## src/rtl/reg_wb_arbiter_pkg.sv

```systemverilog
// Shared types for the register-file write-back path.
// Rev 1.0
`default_nettype none

package reg_wb_arbiter_pkg;

  localparam int DATA_W = 32;
  localparam int ADDR_W = 5;
  localparam int NREGS  = 2 ** ADDR_W;

  typedef struct packed {
    logic [ADDR_W-1:0] addr;
    logic [DATA_W-1:0] data;
  } wb_entry_t;

  typedef enum logic [1:0] {
    GNT_NONE = 2'd0,
    GNT_ALU  = 2'd1,
    GNT_MEAS = 2'd2
  } wb_grant_e;

endpackage

`default_nettype wire

```

## src/rtl/reg_wb_arbiter_if.sv

```systemverilog
// Write-back bus: ALU/measurement result inputs, scoreboard and register-file write port.
// Rev 1.0
`default_nettype none

interface reg_wb_arbiter_if
  import reg_wb_arbiter_pkg::*;
#(
  parameter int FIFO_DEPTH = 4
);
  localparam int CNT_W = $clog2(FIFO_DEPTH) + 1;

  logic              alu_valid;
  logic              alu_ready;
  logic [ADDR_W-1:0] alu_addr;
  logic [DATA_W-1:0] alu_data;
  logic              meas_valid;
  logic              meas_ready;
  logic [ADDR_W-1:0] meas_addr;
  logic [DATA_W-1:0] meas_data;
  logic              pend_set;
  logic [ADDR_W-1:0] pend_addr;
  logic [NREGS-1:0]  busy;
  logic              rf_wr_en;
  logic [ADDR_W-1:0] rf_wr_addr;
  logic [DATA_W-1:0] rf_wr_data;
  logic [CNT_W-1:0]  fifo_count;
  logic              err_waw;

  modport master (
    output alu_valid, alu_addr, alu_data, meas_valid, meas_addr, meas_data, pend_set, pend_addr,
    input  alu_ready, meas_ready, busy, rf_wr_en, rf_wr_addr, rf_wr_data, fifo_count, err_waw
  );

  modport slave (
    input  alu_valid, alu_addr, alu_data, meas_valid, meas_addr, meas_data, pend_set, pend_addr,
    output alu_ready, meas_ready, busy, rf_wr_en, rf_wr_addr, rf_wr_data, fifo_count, err_waw
  );

endinterface

`default_nettype wire

```

## src/rtl/reg_wb_arbiter_wb_fifo.sv

```systemverilog
// Synchronous FIFO of write-back entries; push is refused when full even if a pop happens.
// Rev 1.0
`default_nettype none

module reg_wb_arbiter_wb_fifo
  import reg_wb_arbiter_pkg::*;
#(
  parameter int FIFO_DEPTH = 4
) (
  input  wire logic                            clk,
  input  wire logic                            reset,
  input  wire logic                            i_push,
  input  wire wb_entry_t                       i_din,
  input  wire logic                            i_pop,
  output wb_entry_t                            o_dout,
  output logic                                 o_full,
  output logic                                 o_empty,
  output logic [$clog2(FIFO_DEPTH):0]          o_count
);
  localparam int PTR_W = $clog2(FIFO_DEPTH);
  localparam int CNT_W = PTR_W + 1;

  wb_entry_t          r_mem [FIFO_DEPTH];
  logic [PTR_W-1:0]   r_wr_ptr;
  logic [PTR_W-1:0]   r_rd_ptr;
  logic [CNT_W-1:0]   r_count;
  logic               w_push;
  logic               w_pop;

  assign o_full  = (r_count == CNT_W'(FIFO_DEPTH));
  assign o_empty = (r_count == '0);
  assign o_count = r_count;
  assign o_dout  = r_mem[r_rd_ptr];
  assign w_push  = i_push && !o_full;
  assign w_pop   = i_pop && !o_empty;

  always_ff @(posedge clk) begin
    if (w_push) begin
      r_mem[r_wr_ptr] <= i_din;
    end
  end

  always_ff @(posedge clk) begin
    if (reset) begin
      r_wr_ptr <= '0;
      r_rd_ptr <= '0;
      r_count  <= '0;
    end else begin
      if (w_push) begin
        r_wr_ptr <= r_wr_ptr + 1'b1;
      end
      if (w_pop) begin
        r_rd_ptr <= r_rd_ptr + 1'b1;
      end
      r_count <= r_count + CNT_W'(w_push) - CNT_W'(w_pop);
    end
  end

endmodule

`default_nettype wire

```

## src/rtl/reg_wb_arbiter.sv

```systemverilog
// Merges ALU and buffered measurement results onto the single register-file write port,
// with anti-starvation arbitration and a pending-measurement scoreboard.
`default_nettype none

module reg_wb_arbiter
  import reg_wb_arbiter_pkg::*;
#(
  parameter int FIFO_DEPTH   = 4,
  parameter int STARVE_LIMIT = 8
) (
  input  wire logic     clk,
  input  wire logic     reset,
  reg_wb_arbiter_if.slave bus
);
  localparam int SC_W = $clog2(STARVE_LIMIT + 1);

  wb_entry_t          w_din;
  wb_entry_t          w_head;
  logic               w_full;
  logic               w_empty;
  logic               w_force;
  wb_grant_e          w_grant;
  logic [SC_W-1:0]    r_starve;
  logic [NREGS-1:0]   r_busy;
  logic               r_err_waw;
  logic               r_wr_en;
  logic [ADDR_W-1:0]  r_wr_addr;
  logic [DATA_W-1:0]  r_wr_data;

  assign w_din.addr = bus.meas_addr;
  assign w_din.data = bus.meas_data;

  reg_wb_arbiter_wb_fifo #(
    .FIFO_DEPTH (FIFO_DEPTH)
  ) u_fifo (
    .clk     (clk),
    .reset   (reset),
    .i_push  (bus.meas_valid),
    .i_din   (w_din),
    .i_pop   (w_grant == GNT_MEAS),
    .o_dout  (w_head),
    .o_full  (w_full),
    .o_empty (w_empty),
    .o_count (bus.fifo_count)
  );

  assign w_force = (r_starve == SC_W'(STARVE_LIMIT)) && !w_empty;

  always_comb begin
    w_grant = GNT_NONE;
    if (bus.alu_valid && !w_force) begin
      w_grant = GNT_ALU;
    end else if (!w_empty) begin
      w_grant = GNT_MEAS;
    end
  end

  // Counts consecutive losses of a waiting FIFO head; saturates so the force stays asserted.
  always_ff @(posedge clk) begin
    if (reset) begin
      r_starve <= '0;
    end else if (w_empty || (w_grant == GNT_MEAS)) begin
      r_starve <= '0;
    end else if (r_starve != SC_W'(STARVE_LIMIT)) begin
      r_starve <= r_starve + 1'b1;
    end
  end

  // The set is written after the clear so a same-cycle set of the popped address wins.
  always_ff @(posedge clk) begin
    if (reset) begin
      r_busy    <= '0;
      r_err_waw <= 1'b0;
    end else begin
      if (w_grant == GNT_MEAS) begin
        r_busy[w_head.addr] <= 1'b0;
      end
      if (bus.pend_set && (bus.pend_addr != '0)) begin
        r_busy[bus.pend_addr] <= 1'b1;
      end
      if ((w_grant == GNT_ALU) && r_busy[bus.alu_addr] && (bus.alu_addr != '0)) begin
        r_err_waw <= 1'b1;
      end
    end
  end

  always_ff @(posedge clk) begin
    if (reset) begin
      r_wr_en   <= 1'b0;
      r_wr_addr <= '0;
      r_wr_data <= '0;
    end else begin
      case (w_grant)
        GNT_ALU: begin
          r_wr_en   <= (bus.alu_addr != '0);
          r_wr_addr <= bus.alu_addr;
          r_wr_data <= bus.alu_data;
        end
        GNT_MEAS: begin
          r_wr_en   <= (w_head.addr != '0);
          r_wr_addr <= w_head.addr;
          r_wr_data <= w_head.data;
        end
        default: begin
          r_wr_en <= 1'b0;
        end
      endcase
    end
  end

  assign bus.alu_ready  = !w_force;
  assign bus.meas_ready = !w_full;
  assign bus.busy       = r_busy;
  assign bus.err_waw    = r_err_waw;
  assign bus.rf_wr_en   = r_wr_en;
  assign bus.rf_wr_addr = r_wr_addr;
  assign bus.rf_wr_data = r_wr_data;

endmodule

`default_nettype wire

```

## src/flat_wrapper.sv

```systemverilog
// flat-port wrapper written by rule: the top's interface ports become plain ports
module reg_wb_arbiter_flat import reg_wb_arbiter_pkg::*;
#(
  parameter int FIFO_DEPTH   = 4,
  parameter int STARVE_LIMIT = 8
)
  (clk, reset, bus_alu_valid, bus_alu_addr, bus_alu_data, bus_meas_valid, bus_meas_addr, bus_meas_data, bus_pend_set, bus_pend_addr, bus_alu_ready, bus_meas_ready, bus_busy, bus_rf_wr_en, bus_rf_wr_addr, bus_rf_wr_data, bus_fifo_count, bus_err_waw);
  reg_wb_arbiter_if #(.FIFO_DEPTH(FIFO_DEPTH)) bus_i ();
  input  wire logic clk;
  input  wire logic reset;
  input wire logic [$bits(bus_i.alu_valid)-1:0] bus_alu_valid;
  input wire logic [$bits(bus_i.alu_addr)-1:0] bus_alu_addr;
  input wire logic [$bits(bus_i.alu_data)-1:0] bus_alu_data;
  input wire logic [$bits(bus_i.meas_valid)-1:0] bus_meas_valid;
  input wire logic [$bits(bus_i.meas_addr)-1:0] bus_meas_addr;
  input wire logic [$bits(bus_i.meas_data)-1:0] bus_meas_data;
  input wire logic [$bits(bus_i.pend_set)-1:0] bus_pend_set;
  input wire logic [$bits(bus_i.pend_addr)-1:0] bus_pend_addr;
  output wire logic [$bits(bus_i.alu_ready)-1:0] bus_alu_ready;
  output wire logic [$bits(bus_i.meas_ready)-1:0] bus_meas_ready;
  output wire logic [$bits(bus_i.busy)-1:0] bus_busy;
  output wire logic [$bits(bus_i.rf_wr_en)-1:0] bus_rf_wr_en;
  output wire logic [$bits(bus_i.rf_wr_addr)-1:0] bus_rf_wr_addr;
  output wire logic [$bits(bus_i.rf_wr_data)-1:0] bus_rf_wr_data;
  output wire logic [$bits(bus_i.fifo_count)-1:0] bus_fifo_count;
  output wire logic [$bits(bus_i.err_waw)-1:0] bus_err_waw;
  assign bus_i.alu_valid = bus_alu_valid;
  assign bus_i.alu_addr = bus_alu_addr;
  assign bus_i.alu_data = bus_alu_data;
  assign bus_i.meas_valid = bus_meas_valid;
  assign bus_i.meas_addr = bus_meas_addr;
  assign bus_i.meas_data = bus_meas_data;
  assign bus_i.pend_set = bus_pend_set;
  assign bus_i.pend_addr = bus_pend_addr;
  assign bus_alu_ready = bus_i.alu_ready;
  assign bus_meas_ready = bus_i.meas_ready;
  assign bus_busy = bus_i.busy;
  assign bus_rf_wr_en = bus_i.rf_wr_en;
  assign bus_rf_wr_addr = bus_i.rf_wr_addr;
  assign bus_rf_wr_data = bus_i.rf_wr_data;
  assign bus_fifo_count = bus_i.fifo_count;
  assign bus_err_waw = bus_i.err_waw;
  reg_wb_arbiter #(.FIFO_DEPTH(FIFO_DEPTH), .STARVE_LIMIT(STARVE_LIMIT)) u_core (.clk(clk), .reset(reset), .bus(bus_i));
endmodule
```

## config.mk

```make
export PLATFORM = sky130hd
export DESIGN_NAME = reg_wb_arbiter_flat
export DESIGN_NICKNAME = d
export VERILOG_FILES = /design/src/rtl/reg_wb_arbiter_pkg.sv /design/src/rtl/reg_wb_arbiter_if.sv /design/src/rtl/reg_wb_arbiter_wb_fifo.sv /design/src/rtl/reg_wb_arbiter.sv /design/src/flat_wrapper.sv
export SDC_FILE = /design/constraint.sdc
export NUM_CORES = 1
export LEC_CHECK = 0
export CELL_PAD_IN_SITES_DETAIL_PLACEMENT = 1
export CELL_PAD_IN_SITES_GLOBAL_PLACEMENT = 2
export CORE_UTILIZATION = 34
export CTS_BUF_LIST = sky130_fd_sc_hd__clkbuf_4
export DETAILED_ROUTE_END_ITERATION = 6
export PLACE_DENSITY_LB_ADDON = 0.12
export SLEW_MARGIN = 0
export SYNTH_ARGS = -nofsm -noshare
export SYNTH_HDL_FRONTEND = slang
export SYNTH_SLANG_ARGS = --single-unit
```

## constraint.sdc

```tcl
create_clock -name clk -period 2.6 [get_ports clk]
set_clock_uncertainty 0.15 [all_clocks]
set_input_delay 0.52 -clock clk [delete_from_list [all_inputs] [get_ports clk]]
set_output_delay 0.52 -clock clk [all_outputs]
set_load 0.02 [all_outputs]
```

# ---- After elaboration in Yosys (flattened, before gate mapping)
# Memory sizes are Yosys's and may differ from the RTL's. A register that Yosys moved wholly into a read port is not among the register bits.
# Index checks and enable logic that the tools add are counted.
# W data, S select, Z words.
dict set report word_totals {
  ff_bits 82
  ram_bits 148
  in_bits 84
  out_inout_bits 76
  word_cells 65
  memories 1
}
dict set report op_classes {
  n_addsub 5
  order_cmp 5
  eq_ne 5
  n_mux 18
  bitwise_logic 3
  n_reduce_logical 19
}
# name words word_bits rd rd_ports_with_merged_regs wr line_no
set mem_list {}
lappend mem_list {u_core.u_fifo.r_mem 4 37 1 1 1 reg_wb_arbiter_wb_fifo.sv:23} ;# wb_entry_t r_mem [FIFO_DEPTH];
# cell n
set ops {}
lappend ops {{$mux W32} 3}
lappend ops {{$pmux W32 S2} 1}
lappend ops {{$and A32 B32 Y32} 1}
lappend ops {{$not A32 Y32} 1}
lappend ops {{$or A32 B32 Y32} 1}
lappend ops {{$lt A5 B6 Y1 const B} 3}
lappend ops {{$reduce_bool A5 Y1} 3}
lappend ops {{$demux W1 S5} 2}
lappend ops {{$ge A5 B1 Y1 const B} 2}
lappend ops {{$pmux W5 S2} 1}
lappend ops {{$logic_and A1 B1 Y1} 9}
lappend ops {{$mux W2} 4}
lappend ops {{$bmux W1 S5} 1}
lappend ops {{$mux W1} 5}
lappend ops {{$add A2 B1 Y2 const B} 2}
lappend ops {{$add A4 B1 Y4 const B} 1}
lappend ops {{$eq A4 B4 Y1 const B} 1}
lappend ops {{$ne A4 B4 Y1 const B} 1}
lappend ops {{$add A3 B1 Y3} 1}
lappend ops {{$eq A3 B3 Y1 const B} 1}
lappend ops {{$logic_not A1 Y1} 3}
lappend ops {{$logic_not A3 Y1} 1}
lappend ops {{$sub A3 B1 Y3} 1}
lappend ops {{$eq A2 B1 Y1 const B} 1}
lappend ops {{5 further kinds} 5}

# ---- Logic depth before layout (Yosys ltp)
# Gate-level depths: netlist (run 1).
dict set report depth {
  depth_word 11
  depth_mapped 12
  mapped_depth_nobuf 11
}

# ---- By module
# From an unflattened synthesis (run 1), not the netlist that was laid out.
dict set report unflattened {
  hier_cells 641
  area_unflattened_um2 9410.3
}
# mod n_inst cells_each area_each_um2 seq_area_each_um2
set by_module_without_submodules {}
lappend by_module_without_submodules {reg_wb_arbiter_wb_fifo 1 244 5879.4 4624.4}
lappend by_module_without_submodules {reg_wb_arbiter 1 397 3530.9 1501.4}

# ---- Least setup slack after synthesis (run 1)
# No wires, ideal clock.
dict set report synth_timing {
  path_kind {reg2reg}
  startpoint {register u_core.u_fifo.r_count[1], in the netlist u_core.u_fifo.o_count[1]}
  endpoint {register u_core.u_fifo.r_count[2], in the netlist u_core.u_fifo.o_count[2]}
  setup_ns 0.128
  t_arrival_ns 2.461
  required_ns 2.322
  path_slack_ns -0.139
  path_stages_with_launch 12
  path_buffers 2
  synth_period_minus_slack_ns 2.739
  cell_sequence {dfxtp_1 or3_1 buf_2 o21ai_2 inv_2 clkbuf_1 ha_1 inv_1 ha_1 fa_1 xnor2_1 nor2_1}
}
dict set report synth_between {
  elab_chain_cells 9
  elab_cells_between_ends 14
  cone_classes {add/sub (2); eq/ne (2); mux (2); reduce/logical (8)}
}
# item line_no
set synth_rtl {}
lappend synth_rtl {{from (decl)} reg_wb_arbiter_wb_fifo.sv:26} ;# logic [CNT_W-1:0] r_count;
lappend synth_rtl {{from (signal assigned)} reg_wb_arbiter_wb_fifo.sv:55} ;# r_count <= r_count + CNT_W'(w_push) - CNT_W'(w_pop);
lappend synth_rtl {{$logic_not A3 Y1 (*)} reg_wb_arbiter_wb_fifo.sv:31} ;# assign o_empty = (r_count == '0);
lappend synth_rtl {{$logic_not A1 Y1} {reg_wb_arbiter_wb_fifo.sv:35, reg_wb_arbiter.sv:47}}
lappend synth_rtl {{$logic_and A1 B1 Y1} reg_wb_arbiter.sv:47} ;# assign w_force = (r_starve == SC_W'(STARVE_LIMIT)) && !w_empty;
lappend synth_rtl {{$logic_not A1 Y1} reg_wb_arbiter.sv:51} ;# if (bus.alu_valid && !w_force) begin
lappend synth_rtl {{$logic_and A1 B1 Y1} reg_wb_arbiter.sv:51}
lappend synth_rtl {{$mux W2} reg_wb_arbiter.sv:51}
lappend synth_rtl {{$eq A2 B2 Y1} reg_wb_arbiter.sv:40} ;# .i_pop (w_grant == GNT_MEAS),
lappend synth_rtl {{$logic_and A1 B1 Y1 (*)} reg_wb_arbiter_wb_fifo.sv:35} ;# assign w_pop = i_pop && !o_empty;
lappend synth_rtl {{named net u_core.u_fifo.w_pop} reg_wb_arbiter_wb_fifo.sv:28} ;# logic w_pop;
lappend synth_rtl {{$sub A3 B1 Y3 (*)} reg_wb_arbiter_wb_fifo.sv:55}
# Mark *: on every way through the listed nets, which the timed path passes. The rest lies on a longest branch.
# A chain may end at the register's enable or synchronous reset.

# ---- Worst setup path in the final report (run 1)
dict set report layout_timing {
  startpoint {register u_core.u_fifo.r_count[2], in the netlist u_core.u_fifo.o_count[2]}
  endpoint {output bus_meas_ready}
}
dict set report layout_between {
  elab_chain_cells 2
}
# item line_no
set layout_rtl {}
lappend layout_rtl {{$eq A3 B3 Y1} reg_wb_arbiter_wb_fifo.sv:30} ;# assign o_full = (r_count == CNT_W'(FIFO_DEPTH));
lappend layout_rtl {{$logic_not A1 Y1} reg_wb_arbiter.sv:112} ;# assign bus.meas_ready = !w_full;
lappend layout_rtl {{to (decl)} flat_wrapper.sv:20} ;# output wire logic [$bits(bus_i.meas_ready)-1:0] bus_meas_ready;
# No other way between the ends.

==> run summary, run 1 <==
The number of maximum-capacitance constraint violations is 0. Setup repair after global routing left no endpoint under its margin. STA classifies the critical path startpoint as a register.

The proportion of power drawn by flip-flops and latches came out at 41.1%. The final worst-path cycle share is 93.6%. The largest incremental delay on the critical path came out at 0.43 ns. The number of synthesized register bits is 232.

The critical path in this run is classified as reg2out. The post-detailed-placement half-perimeter wirelength is 16300 µm. The layout cell share with drive strength beyond 1 came out at 22.0%. The x dimension of the die is 166 µm. The number of instances in the synthesized netlist came out at 638. The final cell area excluding filler cells came out at 0.0123 mm². The final count of hold timing violations is 0. The instance area after placement came out at 0.0113 mm². The area of the core came out at 0.0263 mm². The final net count came out at 950.

The power share of the combinational group came out at 27.1%. The power density of the placed cells is 921 mW/mm². The relative area change from synthesis to final layout is 33.8%.

Headroom to the max-slew limit came out at 54.8%. Yosys instantiated no cell more often than sky130_fd_sc_hd__edfxtp_1. Yosys attributes the largest share of cell area to sky130_fd_sc_hd__edfxtp_1 48%, sky130_fd_sc_hd__dfxtp_1 18%, sky130_fd_sc_hd__mux4_2 11%. The via count came out at 6494. The wire length of the first global-routing pass is 39300 µm. Walking the worst path, the cells encountered are or3b_4, dlygate4sd2_1.

The post-synthesis sequential area ratio is 66.7%. The final instance count without filler cells came out at 1245. Cell internal power was estimated by the tool at 7820 µW.

The source-to-sink clock delay at the later pin of the worst-skew pair came out at 0.65 ns. Entering global routing, the biggest net connects 46 pins. The power dissipated by switching net loads is 3500 µW. The filler cells instantiated in the layout total 2713. The area of the mapped netlist is 0.00919 mm². Setup slack on the worst reg-to-reg path comes out at 0.18 ns.

The highest achievable clock rate came out at 411 MHz. The number of cells after detailed placement came out at 1122. STA classifies the critical path endpoint as an output port. The worst-margin pin slew is 0.679 ns. No sink is reached through more buffers than the 3 on the longest clock path. Counting the buffers created by CTS gives 66. In this run switching power makes up 30.9% of total power. The share of the synthesized area in the top cell type came out at 48.4%.

The number of buffers added to fix hold violations after cts came out at 0. The initial cell density of the core is 35.0%. The synthesis warning total is 0. CTS saw 232 sinks. The detailed-router iteration count before antenna repair came out at 6. The utilization after layout is 46.8%. The number of violations reported at the end of detailed-routing iteration 0 came out at 298.

The final count of pins violating max slew came out at 0. The count of distinct cell types in the synthesized netlist is 46. Among all stages on the critical path, the largest delay is contributed by sky130_fd_sc_hd__or3b_4. The via count of the first global-routing pass is 7125. The number of design rule violations left after detail routing is 13. The number of I/O pins is 160. The number of enable-type register cells in the synthesized netlist is 148.

After synthesis, the mean cell area works out to 14.4 µm². The net count after synthesis came out at 731. sky130_fd_sc_hd__edfxtp_1 takes more of the synthesized area than any other cell. The total number of H-tree levels came out at 3. The number of buffers and inverters on the critical path is 1. After detailed routing, the average wire length per cell comes to 20.4 µm. The data arrival time of the worst path is 1.76 ns. The final wirelength came out at 25400 µm. The vertical extent of the die is 166 µm. The CTS clock-pin slew for the worst setup and hold paths came out at 0.06 ns. The async set-or-reset flop fraction in the synthesized netlist came out at 0%. The number of antenna violations at the first check in global routing came out at 2. TritonCTS built the clock tree. Summed over all cells, the static leakage comes to 0.00425 µW.

The worst-case IR drop observed on VDD is 0.368 mV. The final reports fail on DRC. The count of buffers added on input and output ports is 159. Global routing finished with a remaining overflow of 0. The weighted congestion at the end of routability-driven global placement came out at 0.853. The full die area came out at 0.0277 mm². After layout, the minimum clock period comes to 2.43 ns. In this run the worst hold path is classified as in2reg. Using the TritonRoute via totals, the vias-per-cell ratio works out to 5.22. Clock tree synthesis selected as its root buffer the cell sky130_fd_sc_hd__clkbuf_4. The number of placement rows is 59.

The data required time of the critical path came out at 1.93 ns. The dominant register cell in the synthesized netlist is sky130_fd_sc_hd__edfxtp_1. Along the worst path, the maximum fanout reaches 6.

The clock network is responsible for 31.8% of the overall power. By count the netlist is led by 148 x sky130_fd_sc_hd__edfxtp_1, 84 x sky130_fd_sc_hd__dfxtp_1, 84 x sky130_fd_sc_hd__nand2_1, 48 x sky130_fd_sc_hd__nor2_1, 43 x sky130_fd_sc_hd__mux4_2. The cell type group with the largest total delay on the critical path is simple AND/OR/NAND/NOR gates. The global-route usage over all layers came out at 18.5%.

The number of routed nets with antenna violations came out at 0. The flow ran to the end, but the final reports show violations. Setup violations remaining at the end of the flow were counted as 0.
## state kept, by name, summed over array words and instances, names as in the netlist, 2 cells and up, named ones only
signal                  cells
u_core.bus.busy            32
u_core.u_fifo.r_wr_ptr      2
u_core.bus.rf_wr_addr       5
u_core.bus.rf_wr_data      32
u_core.u_fifo.r_mem       148
u_core.r_starve             4
u_core.u_fifo.o_count       3
u_core.u_fifo.r_rd_ptr      2
## layout make-up
type | instances | area (µm²) | share of cell area (%)
Antenna cell | 2 | 5.00 | 0.0407
Clock buffer | 102 | 766 | 6.23
Clock inverter | 17 | 155 | 1.26
Inverter | 16 | 60.1 | 0.489
Multi-Input combinational cell | 354 | 2870 | 23.4
Sequential cell | 232 | 6130 | 49.9
Tap cell | 335 | 419 | 3.41
Timing Repair Buffer | 187 | 1880 | 15.3
## metal layers
| metal | wire length (µm) | part of all wire [%] | GRT usage, % |
|---|---|---|---|
| met1 | 10600 | 42 | 22.0 |
| met2 | 12800 | 50 | 32.0 |
| met3 | 1400 | 5.5 | 4.46 |
| met4 | 544 | 2.1 | 7.49 |
| met5 | 0 | 0 | 0 |
## timing repair
item                                    4_1_cts  5_1_grt
endpoints found under the setup margin        2        2
setup buffers                                 2        0
endpoints found under the hold margin         0        0
pin swaps                                     1        1
resized for setup                             4        3
## through the flow
step / hold slack [ns] / TNS [ns] / total power (µW) / worst slack, ns
2_1_floorplan: 0.256 / 0 / 6500 / 0.00150
6_report: 0.183 / 0 / 11300 / 0.165
3_3_place_gp: 0.263 / -0.0590 / 7760 / -0.0459
5_1_grt: 0.185 / 0 / 11900 / 0.00294
3_5_place_dp: 0.284 / -0.134 / 7840 / -0.0817
4_1_cts: 0.131 / 0 / 11500 / 0.0150
## kinds of logic after synthesis
kind of cell    count (synthesis)  synth area share (%)
compound gates                112                  8.96
buf+inv                        52                  2.27
simple gates                  180                  8.87
xor+xnor                        5                 0.477
mux                            48                  11.4
flops                         232                  66.7
fa+ha+maj                       9                  1.31
## power groups by stage
stage	Clock [µW]	Combinational, µW	Sequential [µW]
6_report	3600	3070	4650
5_1_grt	3900	3330	4700
4_1_cts	3740	3130	4660
3_5_place_dp	0	3110	4730
3_3_place_gp	0	3060	4700
2_1_floorplan	0	1580	4920
## final timing paths
| path | cells past startpoint | end | startpoint |
|---|---|---|---|
| setup / recovery | 2 | bus_meas_ready | u_core.u_fifo.o_count[2] |
| hold / removal | 2 | u_core.u_fifo.o_count[2] | reset |
| setup reg to reg | 11 | u_core.u_fifo.o_count[2] | u_core.r_starve[1] |
| hold reg to reg | 1 | u_core.r_starve[0] | u_core.r_starve[0] |
## layout by cell type, fill, tap and decap left out, types with 17 or more instances in the layout
cell and instances:
sky130_fd_sc_hd__a311oi_1 35, sky130_fd_sc_hd__buf_4 21, sky130_fd_sc_hd__clkbuf_4 102, sky130_fd_sc_hd__clkdlybuf4s50_1 156, sky130_fd_sc_hd__dfxtp_1 79, sky130_fd_sc_hd__edfxtp_1 148, sky130_fd_sc_hd__mux4_2 43, sky130_fd_sc_hd__nand2_1 83
sky130_fd_sc_hd__nor2_1 47, sky130_fd_sc_hd__o211ai_1 17, sky130_fd_sc_hd__o21ai_0 22
Note: power is estimated with default switching activity, not from simulation.
==> run 2, diff against run 1 <==
--- a/config.mk
+++ b/config.mk
@@ -11,6 +11,7 @@
 export CTS_BUF_LIST = sky130_fd_sc_hd__clkbuf_4
 export DETAILED_ROUTE_END_ITERATION = 6
 export PLACE_DENSITY_LB_ADDON = 0.12
+export REMOVE_ABC_BUFFERS = 1
 export SLEW_MARGIN = 0
 export SYNTH_ARGS = -nofsm -noshare
 export SYNTH_HDL_FRONTEND = slang
==> run 2 against run 1 <==
The flow still finishes with violations (DRC); via count fell by 0.82%; global-route usage fell by 0.43 points; wire length fell by 1.9%; critical path depth rose by 3; first-iteration DRC count fell by 6.7%; cell count fell by 0.48%; power fell by 5.1%; non-clock buffer count rose by 5; clock-buffer cell count fell by 13; largest cell class unchanged; utilization fell by 0.44 points; combinational power barely moved; largest power group unchanged.
==> run summary, run 2 (synthesized netlist as in run 1, its figures left out) <==
The flow ran to the end, but the final reports show violations. The final reports fail on DRC. The number of placement rows came out at 59.

The critical path launch point type is a register. The global routing usage on met2 came out at 31.2%. Across the VDD grid, the largest voltage drop is 0.394 mV. The wire length of the first global-routing pass came out at 38800 µm. The number of vias per cell after detailed routing is 5.20. The number of input and output port buffers inserted came out at 159.

The number of flip-flops under the largest register name is 148. The final worst-path cycle share is 94.9%. The maximum buffer depth of the clock tree came out at 3. Final hold analysis gives a worst-case slack of 0.278 ns. For the pin with the worst max-slew slack, the measured transition is 0.581 ns.

The remaining global-route overflow came out at 0. The final count of negative-setup-slack endpoints came out at 0. Walking the worst path, the cells encountered are buf_4, nor3_4, nor2_2, inv_2, clkdlybuf4s15_2. The x dimension of the die came out at 166 µm.

Wires add up to 24900 µm. The source-to-sink clock delay at the later pin of the worst-skew pair came out at 0.66 ns. The initial cell density of the core came out at 35.0%. The kind of critical path is reg2out. The met1 track demand over resource came out at 21.6%.

The final critical delay including setup and external delays came out at 2.47 ns. Pin placement for this block handled 160 I/O pins. The cell leakage power is 0.00420 µW. The number of antenna violations at the first check in global routing is 1. The relative area change from synthesis to final layout is 32.5%. The root buffer cell chosen for the clock tree is sky130_fd_sc_hd__clkbuf_4. The tightest min-delay check is of the in2reg type. Counting flops per register, the top entry is u_core.u_fifo.r_mem. Setup repair after global routing left no endpoint under its margin. The total negative slack for setup checks came out at 0 ns. The post-detailed-placement half-perimeter wirelength came out at 16300 µm. The final count of pins violating max slew is 0.

The power density of the placed cells came out at 883 mW/mm². The tool flagged a number of max-cap violations equal to 0. The global-route met3 utilization came out at 4.65%.

met2 is the most crowded layer. The maximum fanout along the worst path is 4. The number of design rule violations left after detail routing came out at 28. The net count of the finished layout is 947. The register-to-register path setup slack is 0.19 ns. The number of violations reported at the end of detailed-routing iteration 0 came out at 278. The total number of H-tree levels is 2. The maximum number of pins on one net before global-route repair is 46.

The full die area came out at 0.0277 mm². The cell count of the worst hold path came out at 3. In this run the vertical extent of the chip is 166 µm. The number of routed nets with antenna violations is 0. For this design, the sink count on the clock tree is 232. Before antenna repair, the detailed router went through 6 iterations.

The top cell types in the final layout, fill and taps aside, are 156 x sky130_fd_sc_hd__clkdlybuf4s50_1, 148 x sky130_fd_sc_hd__edfxtp_1, 89 x sky130_fd_sc_hd__clkbuf_4. The data required time of the critical path is 1.93 ns. The worst setup path is captured at an output port.

For this run, the share of the core covered by cells in the final layout is 46.3%. The data arrival time of the worst path is 1.80 ns. The layout filler cell count is 2738. The highest achievable clock rate is 405 MHz. The number of cells on the worst reg-to-reg path is 11.

The clock tree from TritonCTS is yes. The CTS buffer count is 58. Global routing used 18.0% of the available tracks.

The per-cell routed wire length is 20.1 µm. The relative max-transition margin is 61.2%. The via count of the first global-routing pass is 6962. Leaving out fill and tap cells, the most frequent cell in the layout is sky130_fd_sc_hd__clkdlybuf4s50_1. The weighted congestion at the end of routability-driven global placement came out at 0.791. The final count of hold timing violations is 0. The area of the core is 0.0263 mm².

Of the cells placed in the final design, the portion with a size suffix greater than 1 is 20.6%. The largest incremental delay on the critical path came out at 0.33 ns. The via count is 6441. The CTS clock-pin slew for the worst setup and hold paths came out at 0.07 ns. The slowest stage of the critical path belongs to the cell sky130_fd_sc_hd__dfxtp_1.
run 2: report_power, final:
part	internal, µW	switching [µW]	total (µW)
Sequential	4430	233	4660
Clock	1560	1430	2990
Combinational	1340	1750	3090
run 2: metrics by stage:
step                setup slack [ns]  instances  cell area (µm²)  power [µW]
finish                         0.133       1239            12200       10700
global route                0.000847       1238            12200       11400
CTS                           0.0151       1236            12200       11000
detailed placement            -0.145       1126            11400        7900
global placement              -0.104       1126            11400        7800
floorplan                      -1.01        602             9040        6410
run 2: path summary, 6_finish.rpt:
check / startpoint / endpoint
min reg2reg: u_core.r_starve[0] / u_core.r_starve[0]
max: u_core.u_fifo.o_count[1] / bus_alu_ready
min: bus_alu_data[4] / u_core.bus.rf_wr_data[4]
max reg2reg: u_core.r_starve[1] / u_core.u_fifo.o_count[2]
run 2: critical path, delay by kind of cell, from the launching register on:
kind,cells,cell delay [ns]
and+or+nand+nor,2,0.31
buffers and inverters,3,0.51
DFF,1,0.33
run 2: metal layers:
metal / part of all wire [%] / up-vias
li1: - / 2973
met1: 41 / 3220
met2: 50 / 195
met3: 6.2 / 53
met4: 2.2 / 0
met5: 0 / -
run 2: final cells by class:
type,count,area [µm²],area share (%)
Inverter,16,60.1,0.493
Tap cell,335,419,3.44
Sequential cell,232,6130,50.4
Clock buffer,89,668,5.49
Antenna cell,3,7.51,0.0617
Timing Repair Buffer,192,1930,15.9
Multi-Input combinational cell,354,2880,23.6
Clock inverter,18,75.1,0.617
run 2: repair_timing:
item / in CTS / in global routing
cloned: 0 / 0
endpoints found under the hold margin: 1 / 0
buffers inserted: 2 / 0
endpoints found under the setup margin: 2 / 2
pin swaps: 1 / 1
hold buffers: 1 / 0
gates resized for setup: 7 / 3
